File: src/rtl/alu_seq_pkg.sv
// Shared definitions for the ALU op sequencer: opcodes, FSM states and
// instruction field positions.
package alu_seq_pkg;

    localparam int unsigned INSTR_W = 10;

    localparam int unsigned OP_MSB  = 9;
    localparam int unsigned OP_LSB  = 6;
    localparam int unsigned RD_MSB  = 5;
    localparam int unsigned RD_LSB  = 4;
    localparam int unsigned RS1_MSB = 3;
    localparam int unsigned RS1_LSB = 2;
    localparam int unsigned RS2_MSB = 1;
    localparam int unsigned RS2_LSB = 0;

    localparam logic [3:0] OP_ADD  = 4'd0;
    localparam logic [3:0] OP_SUB  = 4'd1;
    localparam logic [3:0] OP_AND  = 4'd2;
    localparam logic [3:0] OP_OR   = 4'd3;
    localparam logic [3:0] OP_NOTA = 4'd4;
    localparam logic [3:0] OP_NAND = 4'd5;
    localparam logic [3:0] OP_SHL  = 4'd6;
    localparam logic [3:0] OP_SHR  = 4'd7;
    localparam logic [3:0] OP_XOR  = 4'd8;
    localparam logic [3:0] OP_XNOR = 4'd9;
    localparam logic [3:0] OP_LDI  = 4'd15;

    typedef enum logic [1:0] {
        StIdle,
        StRead,
        StExec,
        StWb
    } state_e;

    function automatic logic op_is_alu(input logic [3:0] op);
        return op <= OP_XNOR;
    endfunction

    function automatic logic op_is_ldi(input logic [3:0] op);
        return op == OP_LDI;
    endfunction

endpackage

File: src/rtl/seq_regfile.sv
// Small register file: two combinational read ports, one debug read port and
// one synchronous write port, all cleared by synchronous reset.
module seq_regfile #(
    parameter int unsigned DATA_W  = 4,
    parameter int unsigned RADDR_W = 2
) (
    input  logic               clk,
    input  logic               rst,
    input  logic               we,
    input  logic [RADDR_W-1:0] waddr,
    input  logic [DATA_W-1:0]  wdata,
    input  logic [RADDR_W-1:0] raddr_a,
    output logic [DATA_W-1:0]  rdata_a,
    input  logic [RADDR_W-1:0] raddr_b,
    output logic [DATA_W-1:0]  rdata_b,
    input  logic [RADDR_W-1:0] dbg_addr,
    output logic [DATA_W-1:0]  dbg_data
);

    localparam int unsigned NREGS = 2 ** RADDR_W;

    logic [DATA_W-1:0] regs_q [NREGS];

    always_ff @(posedge clk) begin
        if (rst) begin
            for (int i = 0; i < NREGS; i++) begin
                regs_q[i] <= '0;
            end
        end else if (we) begin
            regs_q[waddr] <= wdata;
        end
    end

    assign rdata_a  = regs_q[raddr_a];
    assign rdata_b  = regs_q[raddr_b];
    assign dbg_data = regs_q[dbg_addr];

endmodule

File: src/rtl/alu_op_sequencer.sv
// Four-phase control stage for the external flag ALU: accepts one instruction,
// reads operands, drives the ALU, then writes result and flags back.
module alu_op_sequencer
    import alu_seq_pkg::*;
#(
    parameter int unsigned DATA_W  = 4,
    parameter int unsigned RADDR_W = 2
) (
    input  logic               clk,
    input  logic               rst,
    input  logic               instr_valid,
    output logic               instr_ready,
    input  logic [INSTR_W-1:0] instr,
    output logic [DATA_W-1:0]  alu_a,
    output logic [DATA_W-1:0]  alu_b,
    output logic [3:0]         alu_sel,
    input  logic [DATA_W-1:0]  alu_y,
    input  logic               alu_c,
    input  logic               alu_z,
    input  logic               alu_n,
    output logic               done,
    output logic               err,
    output logic [2:0]         flags,
    input  logic [RADDR_W-1:0] dbg_addr,
    output logic [DATA_W-1:0]  dbg_data
);

    state_e state_q, state_d;

    logic [INSTR_W-1:0] instr_q;
    logic [DATA_W-1:0]  y_q;
    logic               c_q, z_q, n_q;
    logic [2:0]         flags_d;

    logic [3:0]         op;
    logic [RADDR_W-1:0] rd, rs1, rs2;
    logic [DATA_W-1:0]  imm;
    logic               is_alu, is_ldi, is_illegal;

    logic               we;
    logic [DATA_W-1:0]  wdata;
    logic [DATA_W-1:0]  rdata_a, rdata_b;

    assign op  = instr_q[OP_MSB:OP_LSB];
    assign rd  = instr_q[RD_MSB:RD_LSB];
    assign rs1 = instr_q[RS1_MSB:RS1_LSB];
    assign rs2 = instr_q[RS2_MSB:RS2_LSB];
    // LDI reuses the two source fields as a 4-bit immediate
    assign imm = DATA_W'({rs1, rs2});

    assign is_alu     = op_is_alu(op);
    assign is_ldi     = op_is_ldi(op);
    assign is_illegal = !is_alu && !is_ldi;

    seq_regfile #(
        .DATA_W  (DATA_W),
        .RADDR_W (RADDR_W)
    ) u_regfile (
        .clk      (clk),
        .rst      (rst),
        .we       (we),
        .waddr    (rd),
        .wdata    (wdata),
        .raddr_a  (rs1),
        .rdata_a  (rdata_a),
        .raddr_b  (rs2),
        .rdata_b  (rdata_b),
        .dbg_addr (dbg_addr),
        .dbg_data (dbg_data)
    );

    always_ff @(posedge clk) begin
        if (rst) begin
            state_q <= StIdle;
        end else begin
            state_q <= state_d;
        end
    end

    always_comb begin
        state_d     = state_q;
        instr_ready = 1'b0;
        we          = 1'b0;
        wdata       = y_q;
        flags_d     = flags;
        unique case (state_q)
            StIdle: begin
                instr_ready = 1'b1;
                if (instr_valid) begin
                    state_d = StRead;
                end
            end
            StRead: state_d = StExec;
            StExec: state_d = StWb;
            StWb: begin
                state_d = StIdle;
                if (is_ldi) begin
                    we      = 1'b1;
                    wdata   = imm;
                    flags_d = {1'b0, imm == '0, 1'b0};
                end else if (is_alu) begin
                    we      = 1'b1;
                    flags_d = {c_q, z_q, n_q};
                end
            end
        endcase
    end

    always_ff @(posedge clk) begin
        if (rst) begin
            instr_q <= '0;
            alu_a   <= '0;
            alu_b   <= '0;
            alu_sel <= '0;
            y_q     <= '0;
            c_q     <= 1'b0;
            z_q     <= 1'b0;
            n_q     <= 1'b0;
            flags   <= '0;
            done    <= 1'b0;
            err     <= 1'b0;
        end else begin
            // Retire pulses land together with the writeback they report
            done <= (state_q == StWb);
            err  <= (state_q == StWb) && is_illegal;
            if (instr_valid && instr_ready) begin
                instr_q <= instr;
            end
            if (state_q == StRead) begin
                alu_a   <= rdata_a;
                alu_b   <= rdata_b;
                alu_sel <= op;
            end
            if (state_q == StExec) begin
                y_q <= alu_y;
                c_q <= alu_c;
                z_q <= alu_z;
                n_q <= alu_n;
            end
            if (state_q == StWb) begin
                flags <= flags_d;
            end
        end
    end

endmodule
File: config.mk
export PLATFORM = sky130hd
export DESIGN_NAME = alu_op_sequencer
export DESIGN_NICKNAME = d
export VERILOG_FILES = /design/src/rtl/alu_seq_pkg.sv /design/src/rtl/seq_regfile.sv /design/src/rtl/alu_op_sequencer.sv
export SDC_FILE = /design/constraint.sdc
export NUM_CORES = 1
export LEC_CHECK = 0
export ABC_AREA = 0
export CAP_MARGIN = 20
export CORE_ASPECT_RATIO = 2
export CORE_MARGIN = 8
export CORE_UTILIZATION = 55
export DETAILED_ROUTE_END_ITERATION = 10
export PLACE_DENSITY = 0.94
export SYNTH_ARGS = -nofsm -noshare
export SYNTH_HDL_FRONTEND = slang
export SYNTH_SLANG_ARGS = --single-unit
File: constraint.sdc
create_clock -name clk -period 3.2 [get_ports clk]
set_clock_uncertainty 0.1 [all_clocks]
set_input_delay 0.48 -clock clk [delete_from_list [all_inputs] [get_ports clk]]
set_output_delay 0.48 -clock clk [all_outputs]
set_load 0.03 [all_outputs]
==> impl_metrics.toml <==
[status]
status = "complete, no violations"

[power_and_ir_drop]
p_leak_nw = 0.982
powerDensity_mw_per_mm2 = 637
vdd_ir_drop_max_mv = 0.484

[finish]
antennaDiodeCount = 0
regArea_mm2 = 0.00120
n_fill_cell = 323
utilization_pct = 68.4
layout.nets = 273
finalNonFillerCells = 302
area_delta_synth_final_pct = 22.1
drive_gt1_share_pct = 12.9
multi_input_area_mm2 = 0.00112

[die]
die_h_um = 110
floorplan.rows = 34
initial_core_util_pct = 56.0
ios = 44
die_w_um = 62.8
coreArea_mm2 = 0.00430
die-area_mm2 = 0.00688

[synthesis]
ys_ff_latch = 52
ys_top_cells_by_count = "dfxtp_1, a21oi_1, nand2_1, nor2_1, mux2i_1"
netlist_instances = 209
yosysTopAreaCell = "dfxtp_1"
yosysTopAreaCellShare_pct = 29.9
seq_area_frac_synth_pct = 49.9
ys_types = 30
synth_most_common_cell = "dfxtp_1"
synth_edf_count = 16
synth_nets = 235
syn_avg_cell_area_um2 = 11.5
synth_area_leaders = "dfxtp_1, edfxtp_1, mux4_2"
syn_area_mm2 = 0.00241
async_reset_ff_share_pct = 0
synth_ff_type = "dfxtp_1"
ys_warn_count = 0

[routing]
vias = 1712
first_pass_iters = 4
wl_um = 5150
detail-route-antenna-nets = 0
drc = 0
vias_per_cell = 5.67
drt-initial-drc-count = 39
post_drt_wl_per_cell_um = 17.1

[run]
drv_cap = 0

[critical_path]
crit_path_cell_trace = "clkdlybuf4s50_1, mux4_2, clkdlybuf4s50_1"
start_kind = "primary input"
crit_fanout = 4
timing.rr.start = "state_q[0]"
cp_data_required_time_ps = 2620
critical-path-max-stage-delay_ps = 640
startpoint = "dbg_addr[0]"
slowest_stage = "clkdlybuf4s50_1"
crit_top_cell = "clkdlybuf4s50_1"
critical_path_class = "primary input to output pin"
cp.arrival_ps = 2300
critPathCaptureType = "output pin"
reg2regPathDepth = 4

[cts]
holdBufCountCts = 0
htree_levels = 2
cts_tree = "yes"
clkLatencyLatePin_ps = 320
clkTransAtPathRegs_ps = 90
cts-root-buf = "clkbuf_8"
cts_setup_buffers = 0
postCtsResizedCells = 0
numCtsBuffers = 5
clock_sinks = 52
cts_max_path_buffers = 2

[grt]
track_usage_pct = 15.6
gr-total-overflow = 0
grt_pass1_wl_um = 8280
grt_max_degree = 38
antenna_found_initial = 0
grt_pass1_vias = 1756

[timing]
slew_headroom_pct = 52.4
setup_viol = 0
max_freq_mhz = 348
period_needed_ps = 2880
finalSetupTns_ps = 0
maxSlewViolCount = 0
worstMarginPinSlew_ps = 714
fin_crit_sh_pct = 89.9
final_hold_viol_count = 0
rsz0062_at_grt = "false"

[place]
dp.cells = 294
port_buffers = 43
post-dp-hpwl_um = 3990
place.gp.congestion = 0.854

[worst_hold_path]
hp-start = "flags[1]"
min_path_type = "register to register"
holdPathStages = 1
==> layer usage <==
layer	routed length [um]	GRT usage, %	share of wire [%]
met1	1750	13.0	34
met2	2980	30.2	58
met3	243	4.80	4.7
met4	178	10.7	3.5
met5	0	0	0
==> final timing paths <==
kind / to / slack (ps)
setup / recovery: dbg_data[0] / 320
hold / removal: flags[1] / 370
setup reg to reg: u_regfile.regs_q[1][1] / 1220
hold reg to reg: flags[1] / 370
==> cell families (layout without fill, tap and decap cells) <==
| kind of cell | count (synthesis) | count (layout) | synth area share [%] |
|---|---|---|---|
| adder cells (fa/ha/maj) | 4 | 4 | 2.08 |
| AO/OA/AOI/OAI | 38 | 38 | 12.0 |
| multiplexers | 33 | 33 | 20.0 |
| flip-flops | 52 | 52 | 49.9 |
| buffers and inverters | 18 | 57 | 3.38 |
| AND/OR/NAND/NOR | 64 | 64 | 12.7 |
==> worst max-delay path: cells and delay by family <==
family / cells / cell delay (ps)
buffers and inverters: 2 / 1270
muxes: 1 / 550
==> placed cells by master, fill, tap and decap left out, types with 2 or more instances in the layout <==
cell / count
nor3_2: 4
inv_1: 5
clkdlybuf4s50_1: 43
o2111ai_4: 3
ha_1: 4
dfxtp_1: 36
mux2i_1: 21
nand3_1: 2
nand2b_1: 5
mux4_2: 12
nor2_1: 23
clkbuf_8: 5
a21oi_1: 23
edfxtp_1: 16
a41o_1: 2
o2bb2ai_1: 3
o21ai_2: 2
nand2_1: 23
o21ai_1: 3
==> flip-flops by register name, indices dropped and copies added, names as in the netlist <==
signal	count
state_q	2
u_regfile.regs_q	16
done	1
flags	3
n_q	1
alu_sel	4
y_q	4
instr_q	10
alu_a	4
alu_b	4
z_q	1
err	1
c_q	1
==> per-stage QoR <==
| stage | hold slack (ps) | area, um^2 | setup WS, ps | total power [mW] |
|---|---|---|---|---|
| final | 373 | 2940 | 323 | 1.87 |
| after floorplan | 341 | 2410 | 1560 | 1.32 |
| after detailed placement | 354 | 2850 | 327 | 1.52 |
| after CTS | 380 | 2940 | 322 | 1.89 |
| after global placement | 349 | 2850 | 355 | 1.49 |
| after global routing | 392 | 2940 | 278 | 1.96 |
==> cell type report <==
| class | instances | area share (%) |
|---|---|---|
| Multi-Input combinational cell | 139 | 38.3 |
| Inverter | 5 | 0.639 |
| Clock buffer | 6 | 2.47 |
| Sequential cell | 52 | 40.9 |
| Clock inverter | 2 | 0.553 |
| Tap cell | 54 | 2.30 |
| Timing Repair Buffer | 44 | 14.9 |
==> report_power, final <==
group	internal (mW)	total, mW	switching [mW]
clock network	0.156	0.372	0.216
registers	0.771	0.865	0.0940
logic	0.286	0.637	0.352
Note: power is estimated with default switching activity, not from simulation.
